`config.mk`:
```
export PLATFORM = sky130hd
export DESIGN_NAME = cordic_rot_pipe_flat
export DESIGN_NICKNAME = d
export VERILOG_FILES = /design/src/rtl/cordic_rot_pipe_if.sv /design/src/rtl/cordic_rot_pipe.sv /design/src/flat_wrapper.sv
export SDC_FILE = /design/constraint.sdc
export NUM_CORES = 1
export LEC_CHECK = 0
export CAP_MARGIN = 15
export CORE_MARGIN = 1.5
export CORE_UTILIZATION = 40
export CTS_CLUSTER_DIAMETER = 30
export DETAILED_ROUTE_END_ITERATION = 12
export HOLD_SLACK_MARGIN = 0.1
export PLACE_DENSITY = 0.61
export SLEW_MARGIN = 20
export SYNTH_ARGS = -nofsm -noshare
export SYNTH_HDL_FRONTEND = slang
export SYNTH_SLANG_ARGS = --single-unit
```
`constraint.sdc`:
```
create_clock -name clk -period 6.34 [get_ports clk]
set_clock_uncertainty 0.05 [all_clocks]
set_input_delay 1.268 -clock clk [delete_from_list [all_inputs] [get_ports clk]]
set_output_delay 1.268 -clock clk [all_outputs]
set_load 0.02 [all_outputs]
```
`src/rtl/cordic_rot_pipe_if.sv`:
```
// Stream bundle for the CORDIC rotator front end: input sample handshake
// plus the x3/y3/ang3 result handshake.
interface cordic_rot_pipe_if #(
    parameter int unsigned W = 16
);
    logic         in_valid;
    logic         in_ready;
    logic [W-1:0] x_in;
    logic [W-1:0] y_in;
    logic [W-1:0] ang_in;
    logic         out_valid;
    logic         out_ready;
    logic [W-1:0] x3;
    logic [W-1:0] y3;
    logic [W-1:0] ang3;

    modport master (
        output in_valid, x_in, y_in, ang_in, out_ready,
        input  in_ready, out_valid, x3, y3, ang3
    );

    modport slave (
        input  in_valid, x_in, y_in, ang_in, out_ready,
        output in_ready, out_valid, x3, y3, ang3
    );
endinterface

```
`src/rtl/cordic_rot_pipe.sv`:
```
// CORDIC rotator front end: quadrant pre-rotation followed by micro-rotations
// i=0..2, four register stages with a single global stall.
module cordic_rot_pipe #(
    parameter int unsigned W       = 16,
    parameter int          HALF_PI = 12868,
    parameter int          ATAN0   = 6434,
    parameter int          ATAN1   = 3798,
    parameter int          ATAN2   = 2007
) (
    input  logic               clk,
    input  logic               reset,
    cordic_rot_pipe_if.slave   bus
);
    typedef logic signed [W-1:0] word_t;

    typedef struct packed {
        word_t x;
        word_t y;
        word_t z;
    } vec_t;

    localparam word_t HP_POS = word_t'(HALF_PI);
    localparam word_t HP_NEG = word_t'(-HALF_PI);

    vec_t [3:0] stg_q, stg_d;
    logic [3:0] vld_q, vld_d;
    logic       adv;
    vec_t       pre;

    // Rotation-mode step: zero residual angle rotates in the positive direction.
    function automatic vec_t micro_rot(vec_t v, int unsigned sh, word_t atan);
        vec_t r;
        if (!v.z[W-1]) begin
            r.x = v.x - (v.y >>> sh);
            r.y = v.y + (v.x >>> sh);
            r.z = v.z - atan;
        end else begin
            r.x = v.x + (v.y >>> sh);
            r.y = v.y - (v.x >>> sh);
            r.z = v.z + atan;
        end
        return r;
    endfunction

    always_comb begin
        pre.x = $signed(bus.x_in);
        pre.y = $signed(bus.y_in);
        pre.z = $signed(bus.ang_in);
        if ($signed(bus.ang_in) > HP_POS) begin
            pre.x = -$signed(bus.y_in);
            pre.y = $signed(bus.x_in);
            pre.z = $signed(bus.ang_in) - HP_POS;
        end else if ($signed(bus.ang_in) < HP_NEG) begin
            pre.x = $signed(bus.y_in);
            pre.y = -$signed(bus.x_in);
            pre.z = $signed(bus.ang_in) + HP_POS;
        end
    end

    always_comb begin
        adv   = !vld_q[3] || bus.out_ready;
        stg_d = stg_q;
        vld_d = vld_q;
        if (adv) begin
            vld_d    = {vld_q[2:0], bus.in_valid};
            stg_d[0] = pre;
            stg_d[1] = micro_rot(stg_q[0], 0, word_t'(ATAN0));
            stg_d[2] = micro_rot(stg_q[1], 1, word_t'(ATAN1));
            stg_d[3] = micro_rot(stg_q[2], 2, word_t'(ATAN2));
        end
    end

    always_ff @(posedge clk or posedge reset) begin
        if (reset) begin
            stg_q <= '0;
            vld_q <= '0;
        end else begin
            stg_q <= stg_d;
            vld_q <= vld_d;
        end
    end

    assign bus.in_ready  = adv;
    assign bus.out_valid = vld_q[3];
    assign bus.x3        = stg_q[3].x;
    assign bus.y3        = stg_q[3].y;
    assign bus.ang3      = stg_q[3].z;
endmodule

```
`src/flat_wrapper.sv`:
```
// flat-port wrapper written by rule: the top's interface ports become plain ports
module cordic_rot_pipe_flat 
#(
    parameter int unsigned W       = 16,
    parameter int          HALF_PI = 12868,
    parameter int          ATAN0   = 6434,
    parameter int          ATAN1   = 3798,
    parameter int          ATAN2   = 2007
)
  (clk, reset, bus_in_valid, bus_x_in, bus_y_in, bus_ang_in, bus_out_ready, bus_in_ready, bus_out_valid, bus_x3, bus_y3, bus_ang3);
  cordic_rot_pipe_if #(.W(W)) bus_i ();
  input  logic clk;
  input  logic reset;
  input wire logic [$bits(bus_i.in_valid)-1:0] bus_in_valid;
  input wire logic [$bits(bus_i.x_in)-1:0] bus_x_in;
  input wire logic [$bits(bus_i.y_in)-1:0] bus_y_in;
  input wire logic [$bits(bus_i.ang_in)-1:0] bus_ang_in;
  input wire logic [$bits(bus_i.out_ready)-1:0] bus_out_ready;
  output wire logic [$bits(bus_i.in_ready)-1:0] bus_in_ready;
  output wire logic [$bits(bus_i.out_valid)-1:0] bus_out_valid;
  output wire logic [$bits(bus_i.x3)-1:0] bus_x3;
  output wire logic [$bits(bus_i.y3)-1:0] bus_y3;
  output wire logic [$bits(bus_i.ang3)-1:0] bus_ang3;
  assign bus_i.in_valid = bus_in_valid;
  assign bus_i.x_in = bus_x_in;
  assign bus_i.y_in = bus_y_in;
  assign bus_i.ang_in = bus_ang_in;
  assign bus_i.out_ready = bus_out_ready;
  assign bus_in_ready = bus_i.in_ready;
  assign bus_out_valid = bus_i.out_valid;
  assign bus_x3 = bus_i.x3;
  assign bus_y3 = bus_i.y3;
  assign bus_ang3 = bus_i.ang3;
  cordic_rot_pipe #(.W(W), .HALF_PI(HALF_PI), .ATAN0(ATAN0), .ATAN1(ATAN1), .ATAN2(ATAN2)) u_core (.clk(clk), .reset(reset), .bus(bus_i));
endmodule
```
# Yosys cells after proc, flatten, opt, wreduce, memory -nomap -nowiden

Index checks and enable logic that the tools add are counted.

Flip-flop bits (word level): 196
Memory bits (writable): 0
Input port bits: 52
Bits in latches: 0
Logic and storage cells: 43
Bits in read-only memories: 0
Memories: 0

Bitwise logic cells: 0
$mul: 0
Reduce and logical (&&, ||, !) cells: 2
Divide/modulo/power cells: 0
Equal/unequal tests: 0
Add/subtract/negate cells: 21
Mux-type cells: 5
Shift operators: 0
$lt $le $gt $ge: 2

Operators by type and width:

| kind                     | number |
|---|---|
| $mux W48                 | 5 |
| $add A16 B14 Y16         | 2 |
| $add A16 B15 Y16         | 2 |
| $neg A16 Y16             | 2 |
| $sub A16 B14 Y16         | 2 |
| $sub A16 B15 Y16         | 2 |
| $sub A16 B16 Y16         | 2 |
| $add A16 B12 Y16 const B | 1 |
| $add A16 B13 Y16 const B | 1 |
| $add A16 B14 Y16 const B | 1 |
| $add A16 B15 Y16 const B | 1 |
| $add A16 B16 Y16         | 1 |
| $gt A16 B15 Y1 const B   | 1 |
| $lt A16 B15 Y1 const B   | 1 |
| $sub A16 B12 Y16 const B | 1 |
| $sub A16 B13 Y16 const B | 1 |
| $sub A16 B14 Y16 const B | 1 |
| $sub A16 B15 Y16 const B | 1 |
| $logic_not A1 Y1         | 1 |
| $logic_or A1 B1 Y1       | 1 |

# Longest topological paths before layout

Gate-level depths: netlist (run 1).

Depth in word-level cells: 3
Mapped depth: 15
Depth with buffers taken out: 14

# Worst setup path before layout (run 1)

No wires, ideal clock.

Path kind: input-to-reg
Start: input port bus_x_in[0]
End: register u_core.stg_q[30] (netlist bit)
Library setup time: 128 ps
Buffers on the path: 0
Setup slack: 2434 ps
Stages on the path: 10
Data required time: 6162 ps
Arrival time: 3728 ps
Cells stage by stage: inv_1 -> ha_1 -> or3b_4 -> or4b_4 -> or3_4 -> or3_4 -> or3_1 -> o21a_1 -> o221ai_1 -> o21ai_1

Cells in the longest elaborated chain, start to end: 3

RTL lines:

| element                | line                  | RTL |
|---|---|---|
| start: declaration     | flat_wrapper.sv:15    | `input wire logic [$bits(bus_i.x_in)-1:0] bus_x_in;` |
| $neg A16 Y16           | cordic_rot_pipe.sv:55 | `pre.y = -$signed(bus.x_in);` |
| $mux W48               | cordic_rot_pipe.sv:53 | `end else if ($signed(bus.ang_in) < HP_NEG) begin` |
| $mux W48               | cordic_rot_pipe.sv:49 | `if ($signed(bus.ang_in) > HP_POS) begin` |
| end signal: assignment | cordic_rot_pipe.sv:78 | `stg_q <= stg_d;` |
| end: declaration       | cordic_rot_pipe.sv:25 | `vec_t [3:0] stg_q, stg_d;` |

No other way between the ends.
A chain may end at the register's enable or synchronous reset.

# Worst setup path after layout (run 1)

Start: input port bus_ang_in[2]
End: register u_core.stg_q[19] (netlist bit)

Cells in the longest elaborated chain, start to end: 3
Elaborated cells between the ends (all ways): 4
Classes of those cells: order compare: 2; mux: 2

RTL lines:

| element            | line                  | RTL |
|---|---|---|
| start: declaration | flat_wrapper.sv:17    | `input wire logic [$bits(bus_i.ang_in)-1:0] bus_ang_in;` |
| $lt A16 B15 Y1     | cordic_rot_pipe.sv:53 |  |
| $mux W48           | cordic_rot_pipe.sv:53 |  |
| $mux W48 *         | cordic_rot_pipe.sv:49 |  |

Every way passes the cells marked *; elsewhere a longest branch is shown, timed or not.

==> results of run 1 <==
## cell type report
type,count,area [um^2],share of cell area [%]
clock inverter,8,127.6,0.7018
timing repair buffer,111,1111,6.109
inverter,93,357.8,1.968
multi-input combinational,1601,10580,58.16
tap,532,665.6,3.660
clock buffer,23,467.9,2.573
sequential,195,4880,26.83
## registers in the layout (all words and copies together) (netlist names)
signal,flops
u_core.vld_q,4
u_core.bus.x3,16
u_core.bus.y3,16
u_core.bus.ang3,16
u_core.stg_q,143
## synth_stat cells, types with 5 or more instances
library cell	n
a211o_1	7
a211oi_1	18
a21o_1	28
a21oi_1	214
a221oi_1	5
a222oi_1	7
a22oi_1	11
a31o_2	6
a31oi_1	32
and3_1	11
buf_1	15
buf_2	5
buf_4	49
clkbuf_1	69
dfrtp_1	195
fa_1	10
ha_1	160
inv_1	92
mux2i_1	8
nand2_1	172
nand2b_1	19
nand3_1	29
nand4_1	5
nor2_1	248
nor2b_1	14
nor3_1	59
nor3b_1	8
nor4_1	7
nor4b_1	5
o211ai_1	19
o21a_1	23
o21ai_0	125
o21bai_1	11
o221ai_1	9
o22ai_1	10
o311ai_0	5
o31a_1	5
o31ai_1	24
o41ai_1	9
or2_2	8
or3_1	23
or4_1	5
xnor2_1	90
xor2_1	87
## final timing paths
kind / from / to / slack [ns]
min in group asynchronous: reset / u_core.stg_q[3] / 1.33
worst max register to register: u_core.stg_q[65] / u_core.stg_q[140] / 2.32
max in group asynchronous: reset / u_core.stg_q[135] / 3.51
worst min register to register: u_core.vld_q[2] / u_core.vld_q[2] / 0.41
worst min-delay path: u_core.vld_q[2] / u_core.vld_q[2] / 0.41
worst max-delay path: bus_ang_in[2] / u_core.stg_q[19] / 2.04
## worst register-to-register path, stage by stage (launching register included)
cell	delay (ns)
dfrtp_1	0.50
inv_1	0.10
ha_1	0.31
mux2_2	0.30
fa_1	0.43
a21o_1	0.21
a211oi_1	0.26
nor2_1	0.10
o41ai_1	0.76
o21ai_0	0.32
o22a_1	0.26
xnor2_1	0.18
a21oi_1	0.09
## metal layers
| metal | vias to the layer above | part of all wire (%) |
|---|---|---|
| li1 | 7136 | - |
| met1 | 6553 | 49 |
| met2 | 346 | 46 |
| met3 | 41 | 3.6 |
| met4 | 0 | 1.3 |
| met5 | - | 0 |
## cell families after synthesis
group           after synthesis  synth area share, %
fa+ha+maj                   170                13.34
buf+inv                     232                6.436
compound gates              609                23.11
simple gates                634                17.47
xor+xnor                    177                9.393
flops                       195                29.57
mux                          11               0.6899
## metrics by stage
step,cells,hold slack [ns]
4_1_cts,2563,0.4170
5_1_grt,2563,0.4424
2_1_floorplan,2028,0.3800
3_3_place_gp,2532,0.3903
3_5_place_dp,2532,0.4014
6_report,2563,0.4106
==> impl_results.md, run 1 <==
- Hold/Removal Path Class: flop to flop
- Post-synth EDFFs: 0
- Part of the cycle the worst path needs: 67.78%
- Deepest clock path buffer count: 2
- Seq cells post-synth: 195
- Full die area: 42490 um^2
- CTS Buf Count: 17
- DR DRC count: 0
- Clk pin slew, worst setup/hold paths: 0.08 ns
- Grt met1 use: 26.71%
- Post-synth cell types: 79
- WL/cell: 15.84 um
- Pin slew with the least headroom to its limit: 1.009 ns
- GRT Max-Usage Layer: met2
- DP Area: 17590 um^2
- Final ANT Viol Nets: 0
- Fillers: 4122
- Crit path cell chain: clkdlybuf4s50_1, inv_1, ha_1, or3b_1, a211o_1, a211o_1, a31oi_1, or2_2, nand2_1, a221oi_1, a21oi_1
- Final worst slack: 2.043 ns
- Syn avg cell area: 8.138 um^2
- Root buffer cell: clkbuf_16
- Arrival time at the worst endpoint: 4.57 ns
- Finished Cell Area: 18190 um^2
- Vias in the first global route: 13571
- Synth top area cells: dfrtp_1 30%, ha_1 12%, a21oi_1 6.5%
- RePlAce Congestion: 0.8573
- Critical path peak fanout: 25
- Period minus WS final: 4.297 ns
- Most frequent CP cell: a211o_1
- Layout area overhead: 10.19%
- Final Setup Violations: 0
- Ys async rst share: 100.0%
- Syn_nets: 2250
- Site row count: 74
- CP max-delay cell: clkdlybuf4s50_1
- Most common cell after layout, fill and taps aside: nor2_1
- Fin util: 44.64%
- Max Transition Viols Final: 0
- WP depth: 11
- Chip height: 206.1 um
- First-pass DRT Iterations: 6
- Unrepaired setup endpoints after global routing: false
- Most frequent cells in the layout: 247 x nor2_1, 213 x a21oi_1, 195 x dfrtp_1, 172 x nand2_1, 160 x ha_1
- DP Worst Slack: 1.599 ns
- Setup TNS: 0 ns
- First-pass GRT wire length: 68500 um
- Hold Crit Depth: 2
- Req. time, crit path: 6.61 ns
- Die X: 206.1 um
- CP Launch Type: primary input
- CTS Sinks: 195
- Achievable Freq: 232.7 MHz
- Io pins: 102
- YS warnings: 0
- CP delay by family, top: compound AO/OA/AOI/OAI gates
- Initial DRC Count: 779
- Final Net Count: 2241
- CP endpoint kind: flop
- Synth area leader: dfrtp_1
- Post-synthesis instance total: 2028
- Status: complete, no violations
- Vias per cell: 5.492
- Input/output buffers: 101
- H-tree levels: 4
- Met3 Track Usage GR: 2.822%
- Initial antenna violation count: 0
- R2r worst-path depth: 12
- Share of cells above drive strength 1: 3.250%
- Via Count: 14076
- Maxcap violations: 0
- Total GRT Usage: 19.75%
- Hold_buf cts: 0
- Fin. Hold Viols: 0
- Critical path class: primary input to flop
- CTS tree: built
- Synth top area share: 29.57%
- CP peak stage delay: 0.53 ns
- Grt ovf: 0
- Post-CTS sizing: 0
- Hpwl dp: 30560 um
- Starting Density: 40.51%
- Synth Cell Area: 16500 um^2
- Bufs and invs on worst path: 2
- Worst-skew pair later-pin latency: 0.46 ns
- Sequential fraction of the synthesis area: 29.57%
- Post-CTS Setup Inserts: 0
- Met2 GRT Util: 33.01%
- Area of the core: 40740 um^2
- Total Wirelength: 40590 um
- Pin count of the biggest net entering global routing: 160
- Antenna diodes: 0
- Slew HR: 32.57%
- Most used DFF post-synth: dfrtp_1
Power of run 1 is left out: the tool's default activity adds up to more than one toggle a clock period on the data nets, which glitch-free logic cannot reach.
==> inputs of run 2 (changes only) <==
==> constraint.sdc (replaced) <==
create_clock -name clk -period 3.45 [get_ports clk]
set_clock_uncertainty 0.05 [all_clocks]
set_input_delay 0.69 -clock clk [delete_from_list [all_inputs] [get_ports clk]]
set_output_delay 0.69 -clock clk [all_outputs]
set_load 0.02 [all_outputs]
==> run 2 against run 1 <==
Net effect: non-clock buffer count up 137; die area unchanged; worst setup slack worse by 2.0 ns; routed wire length up 4.2%; register-to-register slack worse by 2.3 ns; cell count up 5.4%; first-iteration DRC count up 7.7%; count of clock-buffer cells in the layout down 5; global-route usage up 0.60 points; design area up 7.1%; sequential cell count unchanged; largest cell class unchanged.
==> impl_results.md, run 2 (synthesis results as in run 1) <==
- Final ANT Viol Nets: 0
- Final Net Count: 2378
- Grt ovf: 0
- CP endpoint: u_core.stg_q[143]
- Layout area overhead: 17.97%
- Total GRT Usage: 20.35%
- Critical path class: flop to flop
- Achievable Freq: 295.8 MHz
- R2r worst-path depth: 14
- CTS tree: built
- Fin util: 47.79%
- Reg2reg setup slack: 0.07 ns
- Root buffer cell: clkbuf_16
- First-pass DRT Iterations: 5
- Hpwl dp: 32930 um
- Slew HR: 46.79%
- Hold_buf cts: 0
- H-tree levels: 4
- Hold Crit Depth: 2
- Period minus WS final: 3.381 ns
- Fin. Hold Viols: 0
- Pin slew with the least headroom to its limit: 0.7965 ns
- Via Count: 14501
- CTS Sinks: 195
- Arrival time at the worst endpoint: 3.65 ns
- Worst-skew pair later-pin latency: 0.45 ns
- Most common cell after layout, fill and taps aside: nor2_1
- First-pass GRT wire length: 70930 um
- Most frequent cells in the layout: 246 x nor2_1, 211 x a21oi_1, 194 x dfrtp_1, 172 x nand2_1, 160 x ha_1
- Antenna diodes: 0
- Critical path startpoint: u_core.stg_q[65]
- Deepest clock path buffer count: 2
- Initial DRC Count: 839
- Hold/Removal Path Class: flop to flop
- Chip height: 206.1 um
- Clk pin slew, worst setup/hold paths: 0.08 ns
- Share of cells above drive strength 1: 10.60%
- Io pins: 102
- Reg with most FFs: u_core.stg_q
- Fillers: 4069
- Unrepaired setup endpoints after global routing: true
- Status: complete, no violations
- Max Transition Viols Final: 0
- Critical path peak fanout: 5
- CP endpoint kind: flop
- DR DRC count: 0
- CTS Buf Count: 17
- Part of the cycle the worst path needs: 98.00%
- RePlAce Congestion: 0.8704
- Area of the core: 40740 um^2
- Site row count: 74
- Starting Density: 40.51%
- Total Wirelength: 42310 um
- WL/cell: 15.66 um
- Maxcap violations: 0
- Full die area: 42490 um^2
- Initial antenna violation count: 0
- Req. time, crit path: 3.72 ns
- R2r endpoint: u_core.stg_q[143]
- CP Launch Type: flop
- Die X: 206.1 um
- Setup TNS: 0 ns
- Final Setup Violations: 0
- Input/output buffers: 101
- Vias in the first global route: 14130
- Max FFs per register: 143
- Vias per cell: 5.369
- Worst R2R Start: u_core.stg_q[65]
- Pin count of the biggest net entering global routing: 149
run 2: cell types whose count changed in the layout (fill, tap and decap cells not counted), sizes merged:
cell / previous run / this run
buf: 10 / 147
clkinv: 4 / 6
inv: 91 / 96
dlymetal6s2s: 0 / 1
bufinv: 3 / 2
clkdlybuf4s50: 101 / 100
clkbuf: 23 / 18
run 2: per-layer routing:
metal,share of wire [%],global-route usage [%]
met5,0,0
met4,1.1,4.063
met3,2.9,2.507
met2,48,35.40
met1,48,27.04
run 2: timing repair:
item / in CTS / in global routing
setup buffers: 0 / 3
resized for setup: 1 / 25
setup endpoints to repair: 1 / 19
pin swaps: 0 / 11
run 2: final cells by class:
class	instances	area, um^2	area share (%)
inverter	93	357.8	1.838
tap	532	665.6	3.419
clock buffer	18	439.2	2.255
multi-input combinational	1601	10690	54.90
timing repair buffer	248	2267	11.64
clock inverter	14	171.4	0.8803
sequential	195	4881	25.07
run 2: through the flow:
stage / area (um^2) / setup slack (ns) / hold WS (ns) / cells
after floorplan: 16510 / 0.03296 / 0.3800 / 2028
after detailed placement: 18720 / -0.4311 / 0.4047 / 2666
after global placement: 18720 / -0.4128 / 0.3985 / 2666
after CTS: 19340 / 0.008709 / 0.4224 / 2698
after global routing: 19470 / -0.08205 / 0.4355 / 2701
final: 19470 / 0.06892 / 0.4176 / 2701
run 2: worst min path at each step:
stage	start	endpoint
after floorplan	u_core.vld_q[2]	u_core.vld_q[2]
after global placement	u_core.vld_q[2]	u_core.vld_q[2]
after detailed placement	u_core.vld_q[2]	u_core.vld_q[2]
after CTS	u_core.vld_q[2]	u_core.vld_q[2]
after global routing	u_core.stg_q[0]	u_core.stg_q[0]
final	u_core.vld_q[2]	u_core.vld_q[2]
run 2: worst max-delay path, cell delays in order (launching register included):
cell	delay [ns]
dfrtp_1	0.41
buf_4	0.16
buf_4	0.13
nor3_2	0.16
nor2_1	0.07
xor2_1	0.15
ha_1	0.37
and3_4	0.19
a221o_1	0.32
o21a_1	0.24
a21o_1	0.19
or4_1	0.40
a31oi_1	0.17
xnor2_1	0.16
o21ai_1	0.08
Power of run 2 is left out for the same reason.
==> inputs of run 3 (changes only) <==
--- a/config.mk
+++ b/config.mk
@@ -7,11 +7,12 @@
 export LEC_CHECK = 0
 export CAP_MARGIN = 15
 export CORE_MARGIN = 1.5
-export CORE_UTILIZATION = 40
+export CORE_UTILIZATION = 32
 export CTS_CLUSTER_DIAMETER = 30
 export DETAILED_ROUTE_END_ITERATION = 12
 export HOLD_SLACK_MARGIN = 0.1
-export PLACE_DENSITY = 0.61
+export PLACE_DENSITY = 0.51
+export RECOVER_POWER = 100
 export SLEW_MARGIN = 20
 export SYNTH_ARGS = -nofsm -noshare
 export SYNTH_HDL_FRONTEND = slang
==> run 3 against run 2 <==
Net effect: the flow now finishes with violations (max-capacitance violations, max-slew violations); critical endpoint is now u_core.stg_q[30]; cell count is 5.5% higher; hold slack hardly changed; die area grew 25%; worst setup slack gained 0.022 ns; critical path depth decreased by 3; via count down 0.51%; design area up 0.62%; sequential share of layout area decreased by 0.16 points; register-to-register slack better by 0.07 ns; critical path type is now primary input to flop; routed wire length is 6.4% higher.
==> impl_results.md, run 3 (synthesis results as in run 1) <==
- Status: finished with violations
- Failing checks: max-capacitance violations, max-slew violations
- CTS Sinks: 195
- Placed cells: 2813
- Critical path class: primary input to flop
- Final Net Count: 2378
- RePlAce Congestion: 0.8547
- Final worst slack: 0.09098 ns
- Total Wirelength: 45040 um
- Initial DRC Count: 866
- Final ANT Viol Nets: 0
- CTS tree: built
- Starting Density: 32.30%
- Full die area: 52950 um^2
- CP Launch Type: primary input
- Via Count: 14427
- Layout area overhead: 18.71%
- CP delay by family, top: simple AND/OR/NAND/NOR gates
- Grt ovf: 0
- Most frequent CP cell: or3_4
- Site row count: 83
- First-pass GRT wire length: 75130 um
- Hpwl dp: 35080 um
- WL/cell: 15.81 um
- Final Setup Violations: 0
- Max FFs per register: 143
- Die X: 230.1 um
- Share of cells above drive strength 1: 10.10%
- DR DRC count: 0
- H-tree levels: 4
- Most common cell after layout, fill and taps aside: nor2_1
- Antenna diodes: 0
- First-pass DRT Iterations: 7
- Arrival time at the worst endpoint: 3.68 ns
- Total GRT Usage: 17.50%
- Period minus WS final: 3.359 ns
- Hold Slack: 0.4171 ns
- Deepest clock path buffer count: 2
- Root buffer cell: clkbuf_16
- Pin count of the biggest net entering global routing: 134
- Io pins: 102
- Worst-skew pair later-pin latency: 0.49 ns
- Most frequent cells in the layout: 245 x nor2_1, 212 x a21oi_1, 194 x dfrtp_1, 172 x nand2_1, 157 x ha_1
- DP Worst Slack: -0.4152 ns
- Bufs and invs on worst path: 2
- Area of the core: 51090 um^2
- Fillers: 5362
- Maxcap violations: 4
- Achievable Freq: 297.7 MHz
- Critical path peak fanout: 2
- Pin slew with the least headroom to its limit: 1.710 ns
- Vias in the first global route: 14423
- Reg with most FFs: u_core.stg_q
- Req. time, crit path: 3.77 ns
- CP peak stage delay: 0.51 ns
- CP endpoint kind: flop
- Input/output buffers: 101
- Chip height: 230.1 um
- Hold_buf cts: 0
- CP max-delay cell: or4b_4
- Clk pin slew, worst setup/hold paths: 0.08 ns
- Vias per cell: 5.064
- CTS Buf Count: 17
- Max Transition Viols Final: 136
- Part of the cycle the worst path needs: 97.36%
- Unrepaired setup endpoints after global routing: true
- Fin. Hold Viols: 0
- Crit path cell chain: clkdlybuf4s50_1, inv_1, ha_1, or3b_4, or4b_4, or3_4, or3_4, or3_1, o21a_1, o221ai_1, o21ai_1
- Initial antenna violation count: 0
- Slew HR: -13.98%
- Fin cells: 2849
- Hold/Removal Path Class: flop to flop
run 3: worst reg2reg max path, stage by stage, from the launching register on:
cell and delay [ns]:
dfrtp_1 0.43, inv_1 0.16, ha_1 0.36, nor2b_1 0.06
o21a_1 0.21, a211oi_1 0.31, clkbuf_1 0.24, o311ai_0 0.31
a211o_1 0.43, a311oi_2 0.29, xor2_1 0.24, a21oi_1 0.09
run 3: final cells by class:
| cell class | instances | area (um^2) | share of cell area [%] |
|---|---|---|---|
| Multi-Input combinational cell | 1601 | 10720 | 54.74 |
| Sequential cell | 195 | 4881 | 24.91 |
| Timing Repair Buffer | 248 | 2167 | 11.06 |
| Tap cell | 680 | 850.8 | 4.343 |
| Clock buffer | 17 | 425.4 | 2.171 |
| Inverter | 93 | 355.3 | 1.814 |
| Clock inverter | 15 | 188.9 | 0.9643 |
run 3: worst paths after layout:
check | startpoint | endpoint | slack [ns] | cells after the start
worst max-delay path | bus_x_in[1] | u_core.stg_q[30] | 0.09 | 11
worst min-delay path | u_core.vld_q[2] | u_core.vld_q[3] | 0.42 | 1
worst max register to register | u_core.stg_q[17] | u_core.stg_q[95] | 0.14 | 11
worst min register to register | u_core.vld_q[2] | u_core.vld_q[3] | 0.42 | 1
max in group asynchronous | reset | u_core.bus.x3[6] | 0.56 | 3
min in group asynchronous | reset | u_core.stg_q[106] | 0.72 | 2
run 3: repair_timing:
item                       CTS  global route
setup endpoints to repair    0            12
gates resized for setup      0            37
setup buffers                0             4
run 3: stage by stage:
step / util [%] / area, um^2 / TNS [ns]
2_1_floorplan: - / 16510 / 0
3_3_place_gp: 37.04 / 18920 / -5.904
3_5_place_dp: 37.04 / 18920 / -7.640
4_1_cts: 38.24 / 19540 / 0
5_1_grt: 38.35 / 19590 / -0.2189
6_report: 38.35 / 19590 / 0
run 3: layer usage:
metal | routed length [um] | vias up | track usage, % | share of wire, %
met1 | 22050 | 6755 | 22.87 | 49
met5 | 0 | - | 0 | 0
li1 | - | 7421 | - | -
met3 | 1293 | 32 | 2.555 | 2.9
met4 | 720 | 0 | 5.535 | 1.6
met2 | 20970 | 219 | 29.58 | 47
Power of run 3 is left out for the same reason.
